### src/rtl/spart_rx_frontend.sv
// SPART UART receive front end: recovers 8N1 frames from the asynchronous RX
// pin and emits one-cycle write / framing-error / overrun strobes.
`timescale 1ns/1ps
module spart_rx_frontend #(
  parameter int DIV_W   = 13,
  parameter int MIN_DIV = 16
) (
  input  logic             clk,
  input  logic             rst,
  input  logic             RX,
  input  logic [DIV_W-1:0] baud_div,
  input  logic             rx_q_full,
  output logic [7:0]       rx_data,
  output logic             rx_wr,
  output logic             framing_err,
  output logic             overrun,
  output logic             busy
);

  typedef enum logic [2:0] {
    S_IDLE    = 3'd0,
    S_START   = 3'd1,
    S_DATA    = 3'd2,
    S_STOP    = 3'd3,
    S_WAIT_HI = 3'd4
  } state_t;

  localparam logic [DIV_W-1:0] MIN_DIV_W = DIV_W'(MIN_DIV);
  localparam logic [DIV_W-1:0] ONE_W     = DIV_W'(1);

  state_t           state_q, state_d;
  logic             rx_s1_q, rx_s2_q;
  logic             rxs;
  logic [DIV_W-1:0] div_eff;
  logic [DIV_W-1:0] div_l_q, div_l_d;
  logic [DIV_W-1:0] cnt_q, cnt_d;
  logic [2:0]       bit_idx_q, bit_idx_d;
  logic [7:0]       sh_q, sh_d;
  logic [7:0]       rx_data_q, rx_data_d;
  logic             rx_wr_q, rx_wr_d;
  logic             framing_err_q, framing_err_d;
  logic             overrun_q, overrun_d;
  logic             busy_q, busy_d;
  logic             sample;

  assign rxs     = rx_s2_q;
  assign div_eff = (baud_div < MIN_DIV_W) ? MIN_DIV_W : baud_div;
  assign sample  = (cnt_q == '0);

  // Synchronizer resets high so reset never looks like a start bit.
  always_ff @(posedge clk or posedge rst) begin
    if (rst) begin
      rx_s1_q <= 1'b1;
      rx_s2_q <= 1'b1;
    end else begin
      rx_s1_q <= RX;
      rx_s2_q <= rx_s1_q;
    end
  end

  always_ff @(posedge clk or posedge rst) begin
    if (rst) state_q <= S_IDLE;
    else     state_q <= state_d;
  end

  always_comb begin
    state_d = state_q;
    case (state_q)
      S_IDLE:    if (!rxs) state_d = S_START;
      S_START:   if (sample) state_d = rxs ? S_IDLE : S_DATA;
      S_DATA:    if (sample && bit_idx_q == 3'd7) state_d = S_STOP;
      S_STOP:    if (sample) state_d = rxs ? S_IDLE : S_WAIT_HI;
      S_WAIT_HI: if (rxs) state_d = S_IDLE;
      default:   state_d = S_IDLE;
    endcase
  end

  always_comb begin
    cnt_d         = sample ? (div_l_q - ONE_W) : (cnt_q - ONE_W);
    div_l_d       = div_l_q;
    bit_idx_d     = bit_idx_q;
    sh_d          = sh_q;
    rx_data_d     = rx_data_q;
    rx_wr_d       = 1'b0;
    framing_err_d = 1'b0;
    overrun_d     = 1'b0;
    busy_d        = (state_q != S_IDLE);
    case (state_q)
      S_IDLE: begin
        // Half-bit first count puts every later sample mid-bit.
        if (!rxs) begin
          cnt_d   = div_eff >> 1;
          div_l_d = div_eff;
        end
      end
      S_START: begin
        if (sample && !rxs) bit_idx_d = 3'd0;
      end
      S_DATA: begin
        if (sample) begin
          sh_d      = {rxs, sh_q[7:1]};
          bit_idx_d = bit_idx_q + 3'd1;
        end
      end
      S_STOP: begin
        if (sample) begin
          if (rxs) begin
            rx_data_d = sh_q;
            if (rx_q_full) overrun_d = 1'b1;
            else           rx_wr_d   = 1'b1;
          end else begin
            framing_err_d = 1'b1;
          end
        end
      end
      default: ;
    endcase
  end

  always_ff @(posedge clk or posedge rst) begin
    if (rst) begin
      div_l_q       <= '0;
      cnt_q         <= '0;
      bit_idx_q     <= 3'd0;
      sh_q          <= 8'h00;
      rx_data_q     <= 8'h00;
      rx_wr_q       <= 1'b0;
      framing_err_q <= 1'b0;
      overrun_q     <= 1'b0;
      busy_q        <= 1'b0;
    end else begin
      div_l_q       <= div_l_d;
      cnt_q         <= cnt_d;
      bit_idx_q     <= bit_idx_d;
      sh_q          <= sh_d;
      rx_data_q     <= rx_data_d;
      rx_wr_q       <= rx_wr_d;
      framing_err_q <= framing_err_d;
      overrun_q     <= overrun_d;
      busy_q        <= busy_d;
    end
  end

  assign rx_data     = rx_data_q;
  assign rx_wr       = rx_wr_q;
  assign framing_err = framing_err_q;
  assign overrun     = overrun_q;
  assign busy        = busy_q;

endmodule
### config.mk
export PLATFORM = sky130hd
export DESIGN_NAME = spart_rx_frontend
export DESIGN_NICKNAME = d
export VERILOG_FILES = /design/src/rtl/spart_rx_frontend.sv
export SDC_FILE = /design/constraint.sdc
export NUM_CORES = 1
export LEC_CHECK = 0
export ABC_AREA = 0
export ABC_CLOCK_PERIOD_IN_PS = 3830
export BUFFER_PORTS_ARGS = -buffer_cell sky130_fd_sc_hd__clkbuf_2
export CAP_MARGIN = 20
export CORE_AREA = 10 10 76 78
export CTS_CLUSTER_SIZE = 28
export DETAILED_ROUTE_END_ITERATION = 8
export DIE_AREA = 0 0 86 88
export PLACE_DENSITY = 0.91
export SKIP_LAST_GASP = 1
export SYNTH_ARGS = -nofsm -noshare
export SYNTH_HDL_FRONTEND = slang
export SYNTH_SLANG_ARGS = --single-unit
### constraint.sdc
create_clock -name clk -period 3.83 [get_ports clk]
set_input_delay 1.149 -clock clk [delete_from_list [all_inputs] [get_ports clk]]
set_output_delay 1.149 -clock clk [all_outputs]
set_load 0.1 [all_outputs]
# Yosys cells after proc, flatten, opt, wreduce, memory -nomap -nowiden
# Cells that the tools add are included.
[word_totals]
reg_bits = 54
out_inout_bits = 12
elab_cells = 67
[classes]
add_sub_neg = 3
order_cmp = 1
eq_ne = 12
n_mux = 26
bitwise = 1
reduce_logical = 12
[ops]
columns = ["op", "n"]
rows = [
  ["13-bit 2-to-1 mux", 4],
  ["13-bit by 1-bit subtractor with 13-bit output, second input constant", 2],
  ["3-bit 2-to-1 mux", 8],
  ["3-bit case mux with 5 select lines", 1],
  ["2-bit != test, second input constant", 7],
  ["13-bit zero test", 1],
  ["13-bit by 5-bit < comparator with 1-bit output, second input constant", 1],
  ["1-bit 2-to-1 mux", 11],
  ["3-bit by 2-bit == test with 1-bit output, second input constant", 2],
  ["3-bit == test, second input constant", 2],
  ["3-bit case mux with 2 select lines", 1],
  ["3-bit AND reduction", 2],
  ["5-bit AND reduction", 1],
  ["2-bit AND reduction", 2],
  ["3-bit by 1-bit adder with 3-bit output, second input constant", 1],
  ["3-bit by 1-bit == test with 1-bit output, second input constant", 1],
  ["3-bit zero test", 1],
  ["3-bit nonzero test", 1],
  ["1-bit logical AND", 2],
  ["2-bit 2-to-1 mux", 1],
  ["2-bit nonzero test", 1],
  ["1-bit zero test", 1],
  ["1-bit inverter", 1],
]

# Longest topological paths before layout
# Gate-level depths: netlist of run 1.
[depth]
ltp_word = 4
depth_mapped = 10

# Worst setup path after synthesis of run 1
# OpenSTA, ideal clock, no wires.
[synth_timing]
kind = "register -> register"
start = "register cnt_q[3]"
end = "register cnt_q[10]"
t_arrival_ps = 2340
slack_ps = 1413
path_stages_with_launch = 11
n_path_buf = 2
synth_period_minus_slack_ps = 2417
cell_sequence = "dfrtp_1 -> nor4_1 -> and4_1 -> buf_2 -> clkbuf_1 -> a21oi_1 -> ha_1 -> o211ai_1 -> nor2_1 -> xor2_1 -> o21ai_1"
[synth_via]
elab_chain_len = 4
[synth_lines]
columns = ["item", "line", "text"]
rows = [
  ["start: declaration", "36", "logic [DIV_W-1:0] cnt_q, cnt_d;"],
  ["start signal: assignment", "133", "cnt_q <= cnt_d;"],
  ["13-bit by 1-bit subtractor with 13-bit output or 13-bit zero test (tied branches)", "79, 48", ""],
  ["13-bit 2-to-1 mux *", "79", "cnt_d = sample ? (div_l_q - ONE_W) : (cnt_q - ONE_W);"],
  ["13-bit 2-to-1 mux", "91", "if (!rxs) begin"],
  ["13-bit 2-to-1 mux *", "88", "case (state_q)"],
  ["named net cnt_d[10]", "36", ""],
]
# Mark *: on every way through the listed nets, which the timed path passes. The rest lies on a longest branch.
# A chain may end at the register's enable or synchronous reset.

# Worst setup path after layout of run 1
[layout_timing]
start = "register cnt_q[3]"
end = "register bit_idx_q[2]"
[layout_via]
elab_chain_len = 4
[layout_lines]
columns = ["item", "line", "text"]
rows = [
  ["13-bit zero test *", "48", "assign sample = (cnt_q == '0);"],
  ["1-bit logical AND", "97", "if (sample && !rxs) bit_idx_d = 3'd0;"],
  ["2-bit != test (no source line)", "n/a", ""],
  ["3-bit AND reduction (no source line) *", "n/a", ""],
  ["end signal: assignment", "134", "bit_idx_q <= bit_idx_d;"],
  ["end: declaration", "37", "logic [2:0] bit_idx_q, bit_idx_d;"],
]
# Mark *: on every way between the ends. The rest lies on a longest branch, timed or not.

==> key figures, run 1 <==
Synth
  – Synthesis-stage register bit count: 54
  – Post-synth EDFFs: 0
  – Post-synthesis average cell area: 10.4 um^2
  – Synth top area cells: dfrtp_1, nand2_1, mux2_2
  – Synth area leader: dfrtp_1
  – Mapped Nets: 263
  – Synth Instances: 243
  – Unique masters post-synth: 53
  – Post-synth top area share: 51.5%
  – Synthesis Warnings: 0
  – Async SR Flop Fraction: 100%
  – Post-synthesis sequential area ratio: 53.6%
  – Commonest register cell after synthesis: dfrtp_1
  – Syn Std Cell Area: 2530 um^2

Power
  – Sequential Power Share: 54.8%
  – Maximum vdd ir drop: 0.261 mV
  – Cell-internal power: 0.909 mW
  – Total power: 1.35 mW
  – Lkg Pwr: 1.31 nW
  – Sw Pwr: 0.444 mW
  – Sw frac: 32.8%
  – Gate power share: 20.3%
  – Clk pwr share: 24.9%
  – P per Cell Area: 477 nW/um^2

Status
  – Status: completed

Layout
  – Antenna cells: 0
  – Most frequent cells in the layout: dfrtp_1, nand2_1, clkbuf_2
  – Layout fillers: 350
  – Share of cells above drive strength 1: 22.3%
  – Commonest non-fill, non-tap cell in the layout: dfrtp_1
  – Fin cells: 326
  – Final core occ: 66.1%
  – Layout Nets: 293
  – Area growth, synth to finish: 12.3%

Die
  – Die area: 7570 um^2
  – FP Rows: 24
  – I/O pins: 29
  – Die width: 86 um
  – Die Ht: 88 um
  – CORE AREA: 4290 um^2
  – Initial Utilization: 58.9%

Setup path
  – Buf/Inv on CP: 0
  – CP cell instances: nor4_1, and4_1, nand2_2, nor3b_2, mux2_2
  – Worst Setup End Kind: flop
  – Worst setup SP type: flop
  – Crit Path Class: flop to flop
  – Slowest CP cell: nor3b_2
  – CP required: 4.04 ns
  – CP peak stage delay: 0.65 ns
  – CP max FO: 11
  – CP top delay family: simple AND/OR/NAND/NOR gates
  – Worst Path Arrival: 2.88 ns

GRT
  – GRT Overall Usage: 14.1%
  – Global-route wire length before repair: 8.71 mm
  – Vias in the first global route: 1889
  – Pin count of the biggest net entering global routing: 55
  – Antenna violations before repair: 0
  – Grt total ovfl: 0

Routing
  – Final ANT Viol Nets: 0
  – Drt pass-1 iters: 4
  – Starting DRC count in detailed routing: 113
  – Routed vias/inst: 5.86
  – Total vias in the final route: 1911
  – DRT Wirelength: 5.14 mm
  – # DRC: 0
  – WL/cell: 15.8 um

Clock network
  – H-tree levels: 2
  – Clk_lat worst skew: 0.31 ns
  – Clk sinks: 54
  – Post-cts repair resize count: 0
  – Clock buffer depth: 2
  – Worst-path clk slew: 0.10 ns
  – Postcts setup bufs: 0
  – CTS tree: built
  – Post-cts hold buffer count: 0
  – CTS buffer count: 5
  – Root Driver: clkbuf_8

Timing
  – Final setup TNS: 0 ns
  – Rel. slew slack: 49.9%
  – RSZ-0062 raised after global routing: false
  – Peak Freq: 0.374 GHz
  – Setup violators final: 0
  – Fin. Hold Viols: 0
  – Crit share post-route: 69.8%
  – Final Slew Violations: 0
  – Slew @ Worst Pin: 0.748 ns
  – Max Clock Skew: 0.00454 ns
  – Crit path time final: 2.67 ns
  – Final worst slack: 1.16 ns

Worst hold path
  – Class of the tightest hold or removal check: flop to flop

Placement
  – Placed cells: 317
  – HPWL Detailed: 3.75 mm
  – GPL Wtd Cong: 0.889
  – Port buffer count: 28
  – Pre-CTS setup slack: 1.21 ns

Flow run
  – Max cap viols: 0
[power by group through the flow]
stage	clock network [mW]	registers [mW]	logic [mW]
floorplan	0	0.718	0.223
finish	0.337	0.741	0.275
global placement	0	0.745	0.262
detailed placement	0	0.748	0.270
global route	0.376	0.754	0.313
CTS	0.347	0.738	0.272
[metal layers]
layer	global-route usage (%)	vias to the layer above	part of all wire, %
li1	-	929	-
met3	4.09	10	6.0
met1	16.0	916	42
met5	0	-	0
met2	24.4	56	50
met4	5.69	0	1.9
[sequential cells by signal, indices dropped and copies added (netlist names)]
signal	count
bit_idx_q	3
state_q	3
cnt_q	13
rx_wr	1
rx_s2_q	1
busy	1
rx_data	8
framing_err	1
sh_q	8
overrun	1
div_l_q	13
rx_s1_q	1
[cells by family (layout without fill, tap and decap cells)]
logic type | Yosys count | count (layout) | share of synthesized area [%]
compound gates | 50 | 50 | 13.2
buf+inv | 13 | 44 | 2.03
xor+xnor | 8 | 8 | 2.77
fa+ha+maj | 3 | 3 | 1.49
simple gates | 97 | 97 | 19.0
flops | 54 | 54 | 53.6
mux | 18 | 18 | 7.97
[layout make-up]
class                           count  area (um^2)  area share (%)
Sequential cell                    54         1350            47.7
Tap cell                           52         65.1            2.29
Clock inverter                      3         28.8            1.01
Inverter                            5         18.8           0.661
Clock buffer                        5         68.8            2.42
Multi-Input combinational cell    176         1130            39.8
Timing Repair Buffer               31          175            6.17
[final timing paths]
kind                           from            to  slack [ns]  cells after the start
setup reg to reg           cnt_q[3]  bit_idx_q[2]        1.16                      5
hold reg to reg             rx_s1_q       rx_s2_q        0.36                      0
min in group asynchronous       rst       sh_q[3]        0.77                      2
setup / recovery           cnt_q[3]  bit_idx_q[2]        1.16                      5
max in group asynchronous       rst       rx_s2_q        2.49                      3
hold / removal              rx_s1_q       rx_s2_q        0.36                      0
[metrics by stage]
stage                     hold WS [ns]  cell area, um^2
after global placement           0.346             2720
after floorplan                  0.345             2530
after global routing             0.370             2840
final                            0.363             2840
after detailed placement         0.350             2720
after CTS                        0.364             2820
[cell usage after synthesis, types with 2 or more instances]
cell       n
nor4_1     5
dfstp_2    2
o31ai_1    3
xor2_1     4
buf_2      2
o21ai_1    6
nor3_1    10
nand4b_1   2
and3_1     2
clkbuf_1   6
a22o_1     3
a31oi_1    2
a21oi_1   14
a221oi_1   2
mux2_1     6
ha_1       3
xnor2_1    4
or3_1      4
o21ai_0    6
nand2b_1   4
nand2_1   33
mux2_2    11
dfrtp_1   52
nand3_1    4
inv_1      5
nor2_1    21
(Power assumes the default switching activity.)
==> run 2, diff against run 1 <==
--- a/config.mk
+++ b/config.mk
@@ -6,14 +6,14 @@
 export NUM_CORES = 1
 export LEC_CHECK = 0
 export ABC_AREA = 0
-export ABC_CLOCK_PERIOD_IN_PS = 3830
+export ABC_CLOCK_PERIOD_IN_PS = 2200
 export BUFFER_PORTS_ARGS = -buffer_cell sky130_fd_sc_hd__clkbuf_2
 export CAP_MARGIN = 20
-export CORE_AREA = 10 10 76 78
+export CORE_AREA = 10 10 81 83
 export CTS_CLUSTER_SIZE = 28
 export DETAILED_ROUTE_END_ITERATION = 8
-export DIE_AREA = 0 0 86 88
-export PLACE_DENSITY = 0.91
+export DIE_AREA = 0 0 91 93
+export PLACE_DENSITY = 0.85
 export SKIP_LAST_GASP = 1
 export SYNTH_ARGS = -nofsm -noshare
 export SYNTH_HDL_FRONTEND = slang
==> constraint.sdc (replaced) <==
create_clock -name clk -period 2.2 [get_ports clk]
set_input_delay 0.66 -clock clk [delete_from_list [all_inputs] [get_ports clk]]
set_output_delay 0.66 -clock clk [all_outputs]
set_load 0.1 [all_outputs]
==> run 2 against run 1 <==
Against the previous run: via count up 7.8%; register-to-register slack worse by 1.2 ns; largest cell class unchanged; the run now ends with negative setup slack left; sequential share of layout area down 3.8 points; combinational power rose to 2.8 times the previous value; clock power up 81%; count of clock-buffer cells in the layout unchanged; core utilization down 4.4 points; routed wire length up 14%; non-clock buffer count up 22; first-iteration DRC count up 83%; sequential power up 71%; critical path depth up 1.
==> key figures, run 2 (synthesized netlist as in run 1, its figures left out) <==
Status
  – Status: complete, but fails checks
  – Failing checks: negative setup slack

Layout
  – Top flop regs: cnt_q (13), div_l_q (13)
  – Most frequent cells in the layout: dfrtp_1, nand2_1, clkbuf_2
  – Area growth, synth to finish: 22.3%
  – Antenna cells: 0
  – Layout Nets: 315
  – Share of cells above drive strength 1: 31.1%
  – Layout fillers: 409
  – Commonest non-fill, non-tap cell in the layout: dfrtp_1

Clock network
  – Worst-path clk slew: 0.11 ns
  – Post-cts hold buffer count: 0
  – CTS tree: built
  – Clk sinks: 54
  – Root Driver: clkbuf_8
  – Clk_lat worst skew: 0.33 ns
  – Clock buffer depth: 2
  – CTS buffer count: 5
  – H-tree levels: 2

Power
  – P per Cell Area: 858 nW/um^2
  – Gate power share: 29.1%
  – Clk pwr share: 23.0%
  – Sw Pwr: 0.905 mW
  – Sw frac: 34.2%
  – Total power: 2.65 mW
  – Cell-internal power: 1.75 mW
  – Sequential Power Share: 47.9%
  – Maximum vdd ir drop: 0.384 mV
  – Lkg Pwr: 1.43 nW

Routing
  – # DRC: 0
  – Routed vias/inst: 5.63
  – Starting DRC count in detailed routing: 207
  – Total vias in the final route: 2061
  – Final ANT Viol Nets: 0
  – DRT Wirelength: 5.85 mm
  – Drt pass-1 iters: 4
  – WL/cell: 16.0 um

Timing
  – Crit share post-route: 101%
  – WHS: 0.288 ns
  – Final Slew Violations: 0
  – Final worst slack: -0.0242 ns
  – Peak Freq: 0.450 GHz
  – Slew @ Worst Pin: 0.690 ns
  – Fin. Hold Viols: 0
  – Setup violators final: 2
  – RSZ-0062 raised after global routing: true
  – Rel. slew slack: 53.8%
  – Max Clock Skew: 0.0112 ns
  – Crit path time final: 2.22 ns

Die
  – Die width: 91 um
  – CORE AREA: 5010 um^2
  – Initial Utilization: 50.4%
  – Die Ht: 93 um
  – I/O pins: 29
  – FP Rows: 26
  – Die area: 8460 um^2

Flow run
  – Max cap viols: 0

GRT
  – Grt total ovfl: 0
  – GRT Overall Usage: 14.5%
  – Vias in the first global route: 2133
  – Antenna violations before repair: 0
  – Global-route wire length before repair: 10.1 mm
  – Pin count of the biggest net entering global routing: 37

Setup path
  – Crit Path Class: flop to flop
  – Worst setup SP type: flop
  – Worst Path Arrival: 2.43 ns
  – Worst Setup End Kind: flop
  – CP required: 2.41 ns
  – CP max FO: 4

Placement
  – GPL Wtd Cong: 0.893
  – Port buffer count: 28
  – HPWL Detailed: 4.29 mm

Worst hold path
  – Class of the tightest hold or removal check: input pin to asynchronous set/reset pin
-- run 2: metrics by stage --
stage | area (um^2) | instances | setup WS (ns) | utilization, % | TNS (ns)
floorplan | 2540 | 243 | -0.00665 | - | -0.00689
global placement | 2950 | 357 | -0.0305 | 58.8 | -0.0305
detailed placement | 2950 | 357 | -0.128 | 58.8 | -0.280
CTS | 3050 | 365 | -0.0237 | 60.9 | -0.0414
global route | 3090 | 366 | -0.0873 | 61.7 | -0.217
finish | 3090 | 366 | -0.0242 | 61.7 | -0.0305
-- run 2: path summary, 6_finish.rpt --
check,slack (ns),to,depth (start not counted),startpoint
max reg2reg,-0.02,cnt_q[5],6,cnt_q[3]
max,-0.02,cnt_q[5],6,cnt_q[3]
min in group clk,0.36,rx_s2_q,0,rx_s1_q
max in group asynchronous,1.33,rx_s2_q,3,rst
min,0.29,sh_q[6],2,rst
min reg2reg,0.36,rx_s2_q,0,rx_s1_q
-- run 2: worst max-delay path: stages (launching register included) --
cell	delay, ns
dfrtp_1	0.45
or4_4	0.57
or4_4	0.47
o21ai_2	0.21
nand2b_1	0.19
xnor2_1	0.13
o21ai_1	0.09
-- run 2: repair_timing --
item	CTS	global route
pin swaps	2	2
setup buffers	0	1
resized for setup	3	7
endpoints found under the setup margin	14	18
-- run 2: power groups by stage --
stage	sequential (mW)	combinational (mW)	clock [mW]
after global routing	1.28	0.844	0.656
after global placement	1.26	0.681	0
after floorplan	1.26	0.395	0
after CTS	1.25	0.714	0.612
after detailed placement	1.26	0.708	0
final	1.27	0.771	0.611
-- run 2: per-layer routing --
metal | vias to the layer above | global-route usage [%] | routed length, um
li1 | 982 | - | -
met3 | 15 | 3.28 | 275
met4 | 0 | 7.05 | 158
met1 | 1001 | 18.4 | 2570
met5 | - | 0 | 0
met2 | 63 | 22.9 | 2840
-- run 2: layout make-up --
type | count | area (um^2) | area share, %
inverters | 5 | 18.8 | 0.607
well taps | 70 | 87.6 | 2.83
multi-input cells | 176 | 1180 | 38.1
repair buffers | 53 | 353 | 11.4
clock buffers | 5 | 68.8 | 2.23
clock inverters | 3 | 28.8 | 0.931
flip-flops and latches | 54 | 1360 | 43.8
==> run 3, diff against run 2 <==
--- a/config.mk
+++ b/config.mk
@@ -13,7 +13,7 @@
 export CTS_CLUSTER_SIZE = 28
 export DETAILED_ROUTE_END_ITERATION = 8
 export DIE_AREA = 0 0 91 93
-export PLACE_DENSITY = 0.85
+export PLACE_DENSITY = 0.78
 export SKIP_LAST_GASP = 1
 export SYNTH_ARGS = -nofsm -noshare
 export SYNTH_HDL_FRONTEND = slang
==> run 3 against run 2 <==
Against the previous run: the run still ends with negative setup slack left; clock skew fell by 0.0044 ns; register-to-register slack got worse by 0.02 ns; non-clock buffer count is 2 higher; first-iteration DRC count is 60% lower; setup slack got worse by 0.019 ns; cell count is 0.55% higher; critical path depth stayed put; via count down 1.3%; hold slack improved by 0.051 ns; critical endpoint is now cnt_q[3]; largest power group unchanged; highest routed layer unchanged.
==> key figures, run 3 (synthesized netlist as in run 1, its figures left out) <==
Die
  – Initial Utilization: 50.4%
  – Die area: 8460 um^2
  – FP Rows: 26
  – CORE AREA: 5010 um^2
  – I/O pins: 29
  – Die Ht: 93 um
  – Die width: 91 um

Setup path
  – CP cell instances: or4_4, or4_4, o21ai_4, mux2i_1, a221oi_1, nor2_1
  – CP max FO: 3
  – Worst Path Arrival: 2.44 ns
  – Crit Path Class: flop to flop
  – CP peak stage delay: 0.56 ns
  – Setup crit start: cnt_q[3]
  – Slowest CP cell: or4_4
  – FF-to-FF End: cnt_q[3]
  – Reg2reg start: cnt_q[3]
  – Worst R2R Setup Slack: -0.04 ns
  – Worst Reg-to-Reg Cells: 6
  – CP required: 2.40 ns
  – Worst setup SP type: flop
  – Worst Setup End Kind: flop
  – Critical path's most frequent cell: or4_4

GRT
  – Pin count of the biggest net entering global routing: 24
  – Vias in the first global route: 2140
  – GRT Overall Usage: 14.1%
  – Antenna violations before repair: 0
  – Global-route wire length before repair: 10.0 mm
  – Grt total ovfl: 0

Routing
  – Drt pass-1 iters: 4
  – Final ANT Viol Nets: 0
  – WL/cell: 15.9 um
  – Total vias in the final route: 2035
  – Starting DRC count in detailed routing: 82
  – Routed vias/inst: 5.53
  – # DRC: 0
  – DRT Wirelength: 5.87 mm

Layout
  – Top flop regs: cnt_q (13), div_l_q (13)
  – Design area: 3150 um^2
  – Commonest non-fill, non-tap cell in the layout: dfrtp_1
  – Antenna cells: 0
  – Area growth, synth to finish: 24.6%
  – Most frequent cells in the layout: dfrtp_1, nand2_1, clkbuf_2
  – Layout fillers: 435
  – Layout Nets: 317
  – Share of cells above drive strength 1: 31.5%
  – Fin cells: 368

Timing
  – Rel. slew slack: 58.7%
  – Final setup TNS: -0.0544 ns
  – Slew @ Worst Pin: 0.616 ns
  – RSZ-0062 raised after global routing: true
  – Final Slew Violations: 0
  – Peak Freq: 0.446 GHz
  – Final worst slack: -0.0429 ns
  – Fin. Hold Viols: 0
  – Crit share post-route: 102%
  – Setup violators final: 2
  – Crit path time final: 2.24 ns
  – Max Clock Skew: 0.00679 ns

Status
  – Status: complete, but fails checks
  – Failing checks: negative setup slack

Placement
  – Placed cells: 354
  – Pre-CTS setup slack: -0.177 ns
  – Placed Area: 2920 um^2
  – HPWL Detailed: 4.30 mm
  – Port buffer count: 28
  – GPL Wtd Cong: 0.907

Power
  – P per Cell Area: 875 nW/um^2
  – Lkg Pwr: 1.45 nW
  – Maximum vdd ir drop: 0.478 mV

Clock network
  – Clock buffer depth: 2
  – Clk sinks: 54
  – Worst-path clk slew: 0.10 ns
  – H-tree levels: 2
  – CTS buffer count: 5
  – CTS tree: built
  – Root Driver: clkbuf_8
  – Clk_lat worst skew: 0.31 ns

Worst hold path
  – Class of the tightest hold or removal check: input pin to asynchronous set/reset pin

Flow run
  – Max cap viols: 0
run 3: through the flow:
stage	hold slack [ns]	power [mW]	utilization, %
detailed placement	0.347	1.93	58.4
finish	0.338	2.76	62.8
CTS	0.343	2.62	61.0
global placement	0.346	1.91	58.4
floorplan	0.345	1.66	-
global route	0.353	2.91	62.8
run 3: how the worst max path moves through the flow:
stage                     end  slack (ns)
CTS                  cnt_q[3]       -0.06
global route         cnt_q[3]       -0.11
global placement     cnt_q[3]       -0.04
detailed placement   cnt_q[3]       -0.18
finish               cnt_q[3]       -0.04
floorplan           cnt_q[10]      -0.007
run 3: power breakdown:
part | internal [mW] | leakage (nW) | switching, mW
combinational | 0.429 | 0.719 | 0.405
sequential | 1.12 | 0.679 | 0.144
clock | 0.340 | 0.0514 | 0.320
run 3: timing repair:
item	4_1_cts	5_1_grt
pin swaps	0	5
endpoints found under the setup margin	5	20
gates resized for setup	2	12
buffers inserted	1	5
cloned	0	0
hold buffers	0	0
run 3: layer usage:
layer / wire [um] / up-vias / GRT usage [%]
met2: 2900 / 56 / 23.6
li1: - / 979 / -
met3: 339 / 15 / 4.24
met5: 0 / - / 0
met1: 2500 / 985 / 17.1
met4: 129 / 0 / 4.44
run 3: cell type report:
class	count	area (um^2)	area share [%]
clock buffer	6	72.6	2.31
clock inverter	2	37.5	1.19
inverter	5	18.8	0.596
multi-input combinational	176	1210	38.4
sequential	54	1360	43.0
tap	70	87.6	2.78
timing repair buffer	55	368	11.7
run 3: critical path: cells and delay by family (launching register included):
| family | cells | cell delay (ns) |
|---|---|---|
| AND/OR/NAND/NOR | 3 | 1.18 |
| AO/OA/AOI/OAI | 2 | 0.46 |
| flip-flops | 1 | 0.40 |
| multiplexers | 1 | 0.09 |
